[src/rtl/frame_accumulator.sv]
// frame_accumulator: sums COUNT signed N-bit samples into one ACC_W-bit frame
// sum and presents it on a valid/ready output port.
//
// Ports:
//   clk, rst           clock, asynchronous active-high reset
//   in_valid/in_ready  sample handshake, in_data signed N-bit sample
//   out_valid/out_ready frame handshake, out_data signed ACC_W-bit frame sum
//   busy               a frame is in progress (ACC or HOLD)
//
// Build option: define FRAME_ACC_SATURATE_EN to clamp the running sum on
// signed overflow instead of wrapping. Ports, states and timing are unchanged.

// Ripple-carry adder; the carry out of the top bit is not produced.
module ripple_adder #(
  parameter int unsigned N = 8
) (
  input  logic [N-1:0] a_i,
  input  logic [N-1:0] b_i,
  input  logic         cin_i,
  output logic [N-1:0] sum_o
);

  logic [N-1:0] carry;

  assign carry[0] = cin_i;

  for (genvar i = 0; i < N; i++) begin : g_bit
    assign sum_o[i] = a_i[i] ^ b_i[i] ^ carry[i];
    if (i < N - 1) begin : g_carry
      assign carry[i+1] = (a_i[i] & b_i[i]) | (carry[i] & (a_i[i] ^ b_i[i]));
    end
  end

endmodule

module frame_accumulator #(
  parameter int unsigned N     = 10,
  parameter int unsigned ACC_W = 14,
  parameter int unsigned COUNT = 8
) (
  input  logic                    clk,
  input  logic                    rst,
  input  logic                    in_valid,
  output logic                    in_ready,
  input  logic signed [N-1:0]     in_data,
  output logic                    out_valid,
  input  logic                    out_ready,
  output logic signed [ACC_W-1:0] out_data,
  output logic                    busy
);

  localparam int unsigned CNT_W = $clog2(COUNT + 1);

  typedef enum logic [1:0] {
    IDLE = 2'd0,
    ACC  = 2'd1,
    HOLD = 2'd2
  } state_t;

  state_t            state_q;
  logic [ACC_W-1:0]  acc_q;
  logic [ACC_W-1:0]  acc_d;
  logic [CNT_W-1:0]  cnt_q;
  logic              in_ready_q;
  logic              out_valid_q;
  logic              busy_q;

  logic [ACC_W-1:0]  sample_sext;
  logic [ACC_W-1:0]  add_sum;
  logic              in_fire;
  logic              out_fire;

  // Signed operand, so the size cast sign-extends.
  assign sample_sext = ACC_W'(in_data);

  ripple_adder #(.N(ACC_W)) u_adder (
    .a_i   (acc_q),
    .b_i   (sample_sext),
    .cin_i (1'b0),
    .sum_o (add_sum)
  );

  // Next accumulated value for one accepted sample in ACC.
`ifdef FRAME_ACC_SATURATE_EN
  localparam logic [ACC_W-1:0] SAT_MIN = ACC_W'(1) << (ACC_W - 1);
  localparam logic [ACC_W-1:0] SAT_MAX = ~SAT_MIN;

  always_comb begin
    acc_d = add_sum;
    // Overflow: operands share a sign and the sum's sign differs.
    if ((acc_q[ACC_W-1] == sample_sext[ACC_W-1]) &&
        (add_sum[ACC_W-1] != acc_q[ACC_W-1])) begin
      acc_d = acc_q[ACC_W-1] ? SAT_MIN : SAT_MAX;
    end
  end
`else
  always_comb begin
    acc_d = add_sum;
  end
`endif

  // in_ready resets high for IDLE but must read 0 while rst is held.
  assign in_ready  = in_ready_q & ~rst;
  assign out_valid = out_valid_q;
  assign busy      = busy_q;
  assign out_data  = acc_q;

  assign in_fire  = in_valid & in_ready;
  assign out_fire = out_valid_q & out_ready;

  // Frame control FSM with registered handshake flags.
  always_ff @(posedge clk or posedge rst) begin
    if (rst) begin
      state_q     <= IDLE;
      acc_q       <= '0;
      cnt_q       <= '0;
      in_ready_q  <= 1'b1;
      out_valid_q <= 1'b0;
      busy_q      <= 1'b0;
    end else begin
      case (state_q)
        IDLE: begin
          if (in_fire) begin
            acc_q  <= sample_sext;
            cnt_q  <= CNT_W'(1);
            busy_q <= 1'b1;
            if (COUNT == 1) begin
              state_q     <= HOLD;
              in_ready_q  <= 1'b0;
              out_valid_q <= 1'b1;
            end else begin
              state_q <= ACC;
            end
          end
        end
        ACC: begin
          if (in_fire) begin
            acc_q <= acc_d;
            cnt_q <= cnt_q + CNT_W'(1);
            if (cnt_q == CNT_W'(COUNT - 1)) begin
              state_q     <= HOLD;
              in_ready_q  <= 1'b0;
              out_valid_q <= 1'b1;
            end
          end
        end
        HOLD: begin
          if (out_fire) begin
            acc_q       <= '0;
            cnt_q       <= '0;
            state_q     <= IDLE;
            in_ready_q  <= 1'b1;
            out_valid_q <= 1'b0;
            busy_q      <= 1'b0;
          end
        end
        default: begin
          state_q     <= IDLE;
          acc_q       <= '0;
          cnt_q       <= '0;
          in_ready_q  <= 1'b1;
          out_valid_q <= 1'b0;
          busy_q      <= 1'b0;
        end
      endcase
    end
  end

endmodule

[config.mk]
export PLATFORM = sky130hd
export DESIGN_NAME = frame_accumulator
export DESIGN_NICKNAME = d
export VERILOG_FILES = /design/src/rtl/frame_accumulator.sv
export SDC_FILE = /design/constraint.sdc
export NUM_CORES = 1
export LEC_CHECK = 0
export ABC_AREA = 1
export CORE_MARGIN = 2
export CORE_UTILIZATION = 53
export CTS_BUF_LIST = sky130_fd_sc_hd__clkbuf_2 sky130_fd_sc_hd__clkbuf_4 sky130_fd_sc_hd__clkbuf_8
export DETAILED_ROUTE_END_ITERATION = 7
export HOLD_SLACK_MARGIN = 0.08
export PLACE_DENSITY_LB_ADDON = 0.12
export RECOVER_POWER = 50
export SLEW_MARGIN = 10
export SYNTH_ARGS = -nofsm -noshare
export SYNTH_HDL_FRONTEND = slang
export SYNTH_HIERARCHICAL = 1
export SYNTH_SLANG_ARGS = --single-unit
[constraint.sdc]
create_clock -name clk -period 7.5 [get_ports clk]
set_input_delay 1.125 -clock clk [delete_from_list [all_inputs] [get_ports clk]]
set_output_delay 1.125 -clock clk [all_outputs]
set_load 0.05 [all_outputs]
**Yosys cells after proc, flatten, opt, wreduce, memory -nomap -nowiden**

Cells that the tools add are included.

- Register bits after elaboration: 23
- Output and inout bits: 17
- Input bits: 14

- $add $sub $neg: 1
- Bitwise operators: 70
- Eq/ne operators: 7
- Reduce and logical (&&, ||, !) cells: 5
- Mux-type cells: 23

Operators by type and width:

| kind | number |
|---|---|
| 14-bit 2-to-1 mux | 3 |
| 14-bit one-hot mux with 3 select lines | 1 |
| 1-bit bitwise AND | 28 |
| 1-bit bitwise XOR | 27 |
| 4-bit 2-to-1 mux | 3 |
| 1-bit OR | 12 |
| 4-bit one-hot mux with 3 select lines | 1 |
| 1-bit one-hot mux with 3 select lines | 3 |
| 2-bit 2-to-1 mux | 4 |
| 2-bit inequality test (second input constant) | 4 |
| 4-bit AND reduction | 2 |
| 1-bit 2-to-1 mux | 7 |
| 2-bit one-hot mux with 3 select lines | 1 |
| 3-bit AND reduction | 2 |
| 4-bit by 1-bit adder with 4-bit output (second input constant) | 1 |
| 4-bit by 3-bit == test with 1-bit output (second input constant) | 1 |
| 1-bit inverter | 3 |
| 2-bit by 1-bit == test with 1-bit output (second input constant) | 1 |
| 2-bit == test (second input constant) | 1 |
| 2-bit logical NOT | 1 |

**Longest topological paths before layout**

Gate-level depths: netlist (run 1).

- Depth in word-level cells: 28
- Depth in mapped cells: 22

**Cells and area by module**

Netlist (run 1), hierarchy kept.

By module, submodules not included:

| module | times used | area an instance (um^2) | cells each |
|---|---|---|---|
| frame_accumulator | 1 | 1,263.7 | 166 |
| ripple_adder | 1 | 316.6 | 27 |

**Least setup slack after synthesis (run 1)**

No wires, ideal clock.

- Path type: input to register
- Start point: input in_data[0]
- End point: register acc_q[13] (netlist: out_data[13])
- Data required time: 7.434 ns
- Cell stages on the path: 22
- Path buffers: 0
- Arrival: 6.297 ns
- Path slack: 1.137 ns
- Path through: fa_1 -> inv_1 -> fa_1 -> inv_1 -> fa_1 -> fa_1 -> fa_1 -> fa_1 -> fa_1 -> fa_1 -> fa_1 -> fa_1 -> fa_1 -> fa_1 -> fa_1 -> inv_1 -> nand3_1 -> nand2_1 -> nand2_1 -> nand2_1 -> nand3_1 -> nand2_1

- Word-level cells in the longest chain between the ends: 28

RTL lines:

| element | line | text |
|---|---|---|
| start, declared | 45 | `input logic signed [N-1:0] in_data,` |
| 1-bit bitwise AND (2 in series) | 30 | `assign carry[i+1] = (a_i[i] & b_i[i]) \| (carry[i] & (a_i[i] ^ b_i[i]));` |
| 1-bit OR | 30 |  |
| 1-bit bitwise AND | 30 |  |
| 1-bit OR | 30 |  |
| 1-bit bitwise AND | 30 |  |
| 1-bit OR | 30 |  |
| 1-bit bitwise AND | 30 |  |
| 1-bit OR | 30 |  |
| (+12 left out) | -- |  |
| 1-bit bitwise AND | 30 |  |
| 1-bit OR | 30 |  |
| 1-bit bitwise AND | 30 |  |
| 1-bit OR | 30 |  |
| 1-bit bitwise XOR | 28 | `assign sum_o[i] = a_i[i] ^ b_i[i] ^ carry[i];` |
| via acc_d[13] | 62 | `logic [ACC_W-1:0] acc_d;` |
| 14-bit 2-to-1 mux | 137 | `if (in_fire) begin` |
| 14-bit one-hot mux with 3 select lines | 121 | `case (state_q)` |
| end signal, assigned | 124 | `acc_q <= sample_sext;` |
| end, declared | 61 | `logic [ACC_W-1:0] acc_q;` |

The timed path passes the listed nets, and every way through them passes these cells. The select of a mux whose other input is x is not followed.
A chain may end at the register's enable or synchronous reset.

**Worst setup path after layout (run 1)**

Ends and elaborated chain as after synthesis.

==> impl_metrics.toml, run 1 <==
[sta]
hold_ws_ns = 0.508
slew_headroom_pct = 9.21
skew_ns = 0.00281
worst_slew_pin_slew_ns = 1.36
rsz0062_at_grt = "false"
slew_violations = 0
layout_worst_path_cycle_share_pct = 91.1
fmax_mhz = 146
finalSetupTns_ns = 0
hold_viol = 0
min_period_ns = 6.83
setup_viol = 0

[worst_setup_path]
critical_path_class = "in2reg"
worstPathArrival_ns = 7.10
worst-path-max-fanout = 2
reg2regPathDepth = 22
end_kind = "register"
r2r-end = "out_data[13]"
reg2reg_slack_ns = 1.46
cp_data_required_time_ns = 7.76
startpoint = "in_data[0]"
start_kind = "input pin"
crit-reg2reg-launch = "out_data[0]"

[cells_and_area]
layout-drive-gt1-share_pct = 9.95
final_cells = 252
area_growth_pct = 19.2
final_nets = 250
final_cell_mix = "88 x nand2_1, 24 x clkdlybuf4s50_1, 22 x dfrtp_1"
antenna_cells = 0
final_common_cell = "nand2_1"
fin_area_um2 = 1880

[synthesis]
synth-seq-area-share_pct = 36.5
avgSynthCellArea_um2 = 8.19
synth_cell_types = 24
ys.warnings.count = 6
syn_area_um2 = 1580
synthCells = 193
synthTopCellsByArea = "dfrtp_1 35%, nand2_1 21%, fa_1 16%"
yosysTopAreaCellShare_pct = 34.8
ys_seq_elements = 23
synth_top_cell_by_area = "dfrtp_1"
syn_nets = 221

[drt]
postRouteAntennaNets = 0
dr.pass1.iters = 6
drc_errors = 3
first_iter_violations = 46
routed_wl_um = 3270
post_drt_wl_per_cell_um = 13.0
viasPerCell = 5.29
vias = 1332

[floorplanning]
core_um2 = 2810
top_level_ports = 31
rows = 19
start_util_pct = 56.3
fp.dieW_um = 58.6
die_area_um2 = 3430
chipHeight_um = 58.6

[placement]
dpl-instance-area_um2 = 1860
dp_hpwl_um = 2330
gp_congestion = 0.799
port_buffers = 30
dp.cells = 248

[clock_network]
clk_pin_slew_worst_paths_ns = 0.14
cts_tree = "built"
cts_setup_buffers = 0
cts_buffers = 3
h-tree-depth = 1
numClockSinks = 23
root_buffer = "clkbuf_4"
ctsHoldBuffers = 0
clock_path_buffers = 2
clk_latency_ns = 0.31
post_cts_resized = 0

[run_status]
violations = "DRC"
status = "complete, but fails checks"

[global_routing]
antenna_found_initial = 0
grt_overflow = 0
grt_max_degree = 26
grt_pass1_wl_um = 5940
grt_pass1_vias = 1369
grt.total_usage_pct = 22.8

[min_path]
hold_start = "in_ready_q"
hold_class = "reg2reg"
hold_depth = 2
hold_end = "in_ready_q"

[power_and_ir_drop]
peakVddDrop_v = 0.0000707
finalPower_mw = 0.209
pwr_density_cell_nw_per_um2 = 111
leakage_nw = 1.03

[flow_run]
cap_violations = 0
report_power, final:
group | switching (mW) | internal (mW) | total [mW]
Sequential | 0 | 0.124 | 0.124
Combinational | 0.0111 | 0.0101 | 0.0213
Clock | 0.0396 | 0.0244 | 0.0640
Total | 0.0507 | 0.159 | 0.209
worst max path at each step:
stage | cells after the start | slack, ns | to
global route | 23 | 0.40 | out_data[13]
finish | 23 | 0.67 | out_data[13]
CTS | 23 | 0.68 | out_data[13]
floorplan | 22 | 1.14 | out_data[13]
detailed placement | 23 | 0.35 | out_data[13]
global placement | 23 | 0.54 | out_data[13]
state kept, by name (all words and copies together) (netlist names):
name        flops
out_valid       1
busy            1
in_ready_q      1
state_q         2
cnt_q           4
out_data       14
kinds of logic (layout without fill, tap and decap cells):
logic type | count (synthesis) | in the layout | share of synthesized area (%)
AOI/OAI and AO/OA | 6 | 6 | 2.38
adders and majority gates | 14 | 14 | 17.3
buffers and inverters | 23 | 51 | 8.00
DFF | 23 | 23 | 36.5
other | 1 | 1 | 0.237
and+or+nand+nor | 126 | 126 | 35.6
per-layer routing:
| metal | GRT usage (%) | part of all wire, % |
|---|---|---|
| met1 | 31.5 | 45 |
| met2 | 36.6 | 49 |
| met3 | 3.96 | 5.0 |
| met4 | 8.12 | 0.95 |
| met5 | 0 | 0 |
synthesized netlist by cell type:
library cell	n
o21ai_1	2
ha_1	1
nor2_1	2
inv_1	15
buf_8	1
buf_4	1
nand3_2	2
buf_2	2
nand3_1	21
nor2_2	1
inv_2	1
buf_6	3
nand2_4	1
fa_1	13
dfrtp_1	22
nand3_4	1
nand2_1	87
conb_1	1
o21ai_0	2
or2_2	1
o21ai_2	2
dfstp_2	1
nand2_2	9
nand4_1	1
metrics by stage:
stage	worst slack (ns)	util [%]
global placement	0.544	66.3
finish	0.669	67.2
detailed placement	0.354	66.3
floorplan	1.14	-
global route	0.398	67.2
CTS	0.682	67.4
final cells by class:
| type | instances | area, um^2 |
|---|---|---|
| repair buffers | 31 | 304 |
| fillers | 264 | 921 |
| flip-flops and latches | 23 | 577 |
| inverters | 16 | 60.1 |
| multi-input cells | 147 | 875 |
| well taps | 31 | 38.8 |
| clock buffers | 4 | 30.0 |
worst max-delay path: stages:
cell and delay, ns:
clkdlybuf4s50_1 0.45, fa_1 0.40, inv_1 0.07, fa_1 0.15
inv_1 0.05, fa_1 0.38, fa_1 0.39, fa_1 0.39
fa_1 0.40, fa_1 0.40, fa_1 0.39, fa_1 0.39
fa_1 0.40, fa_1 0.40, fa_1 0.39, fa_1 0.41
inv_1 0.07, nand3_1 0.07, nand2_1 0.06, nand2_1 0.05
nand2_1 0.09, nand3_1 0.08, nand2_1 0.08
Power figures use the tool's default switching activity.
==> inputs of run 2 (changes only) <==
- TNS_END_PERCENT: unset -> 1
==> results of run 2 <==
The final DEF is identical to that of run 1; final timing and power are the same.
==> inputs of run 3 (changes only) <==
- CTS_CLUSTER_DIAMETER: unset -> 120
- PLACE_DENSITY: unset -> 0.82
- PLACE_DENSITY_LB_ADDON: 0.12 -> unset
==> impl_metrics.toml, run 3 (synthesis results as in run 1) <==
[global_routing]
antenna_found_initial = 0
grt_max_degree = 26
grt_pass1_wl_um = 5660
grt.total_usage_pct = 21.4
grt_pass1_vias = 1313
grt_overflow = 0

[cells_and_area]
final_cell_mix = "88 x nand2_1, 25 x clkdlybuf4s50_1, 22 x dfrtp_1"
largest_reg_flops = 14
antenna_cells = 0
final_nets = 250
fin_area_um2 = 1880
final_cells = 252
layout-drive-gt1-share_pct = 9.95
area_growth_pct = 19.1
final_common_cell = "nand2_1"

[flow_run]
cap_violations = 0

[drt]
highest-signal-layer = "met4"
m1WireLength_um = 1410
dr_wl_met3_um = 139
post_drt_wl_per_cell_um = 12.9
routed_wl_um = 3240
viasPerCell = 5.24
vias = 1320
postRouteAntennaNets = 0
dr.pass1.iters = 6
wl_met2_um = 1630
first_iter_violations = 65
drc_errors = 3

[run_status]
violations = "DRC"
status = "complete, but fails checks"

[floorplanning]
start_util_pct = 56.3
core_um2 = 2810
die_area_um2 = 3430
rows = 19
fp.dieW_um = 58.6
chipHeight_um = 58.6
top_level_ports = 31

[sta]
worst_slew_pin_slew_ns = 1.36
min_period_ns = 6.79
slew_violations = 0
skew_ns = 0.00394
hold_viol = 0
fmax_mhz = 147
finalSetupTns_ns = 0
slew_headroom_pct = 9.06
layout_worst_path_cycle_share_pct = 90.5
setup_viol = 0
rsz0062_at_grt = "false"

[worst_setup_path]
end_kind = "register"
worst-path-max-fanout = 2
crit_path_top_delay_cell = "clkdlybuf4s50_1"
cp_data_required_time_ns = 7.77
critical_path_class = "in2reg"
path_cells = "clkdlybuf4s50_1 -> fa_1 -> inv_1 -> fa_1 -> inv_1 -> fa_1 -> fa_1 -> fa_1 -> fa_1 -> fa_1 -> fa_1 -> fa_1 -> fa_1 -> fa_1 -> fa_1 -> fa_1 -> inv_1 -> nand3_1 -> nand2_1 -> nand2_1 -> nand2_1 -> nand3_1 -> nand2_1"
worstPathArrival_ns = 7.05
start_kind = "input pin"
cp_common_cell = "fa_1"
cpPeakStageDelay_ns = 0.45

[clock_network]
numClockSinks = 23
cts_setup_buffers = 0
clk_latency_ns = 0.32
post_cts_resized = 0
cts_buffers = 3
ctsHoldBuffers = 0
clock_path_buffers = 2
root_buffer = "clkbuf_4"
clk_pin_slew_worst_paths_ns = 0.14
h-tree-depth = 1
cts_tree = "built"

[placement]
dp_hpwl_um = 2410
gp_congestion = 0.829
dp.cells = 248
port_buffers = 30
dpl-instance-area_um2 = 1860

[power_and_ir_drop]
leakage_nw = 1.03
finalPower_mw = 0.206
peakVddDrop_v = 0.0000626
pwr_density_cell_nw_per_um2 = 109

[min_path]
hold_class = "reg2reg"
-- run 3: cell types whose count changed in the layout (fill, tap and decap cells not counted) --
cell             previous run  this run
clkbuf_4                    4         3
clkdlybuf4s50_1            24        25
clkinv_2                    0         1
dlygate4sd3_1               6         5
-- run 3: per-stage QoR --
| step | setup WS (ns) | util (%) | hold slack (ns) |
|---|---|---|---|
| after global routing | 0.456 | 67.1 | 0.533 |
| after detailed placement | 0.371 | 66.3 | 0.489 |
| after CTS | 0.712 | 67.3 | 0.507 |
| after global placement | 0.541 | 66.3 | 0.473 |
| after floorplan | 1.14 | - | 0.457 |
| final | 0.715 | 67.1 | 0.507 |
-- run 3: critical path: cells and delay by family --
kind                       cells  cell delay, ns
adders and majority gates     13            4.83
buffers and inverters          4            0.66
and+or+nand+nor                6            0.45
-- run 3: power breakdown --
group          leakage [nW]  internal, mW  switching [mW]  total, mW
registers             0.292         0.124               0      0.124
clock network        0.0177        0.0200          0.0406     0.0606
logic                 0.720        0.0102          0.0110     0.0212
total                  1.03         0.154          0.0516      0.206
-- run 3: routing by layer --
| layer | track usage [%] | vias to the layer above |
|---|---|---|
| met1 | 28.1 | 631 |
| met5 | 0 | - |
| met3 | 2.86 | 6 |
| met2 | 35.8 | 31 |
| li1 | - | 652 |
| met4 | 9.42 | 0 |
-- run 3: area by class of cell --
type	count	area, um^2
clock buffer	3	22.5
timing repair buffer	31	304
inverter	16	60.1
clock inverter	1	5.00
tap	31	38.8
multi-input combinational	147	875
sequential	23	577
fill	239	923
-- run 3: final timing paths --
| path | cells after the start | slack [ns] | from | endpoint |
|---|---|---|---|---|
| setup / recovery | 23 | 0.71 | in_data[0] | out_data[13] |
| hold / removal | 2 | 0.51 | in_ready_q | in_ready_q |
| setup reg to reg | 22 | 1.49 | out_data[0] | out_data[13] |
| hold reg to reg | 2 | 0.51 | in_ready_q | in_ready_q |
| max in group asynchronous | 3 | 5.03 | rst | out_data[2] |
| min in group asynchronous | 3 | 1.68 | rst | out_data[10] |
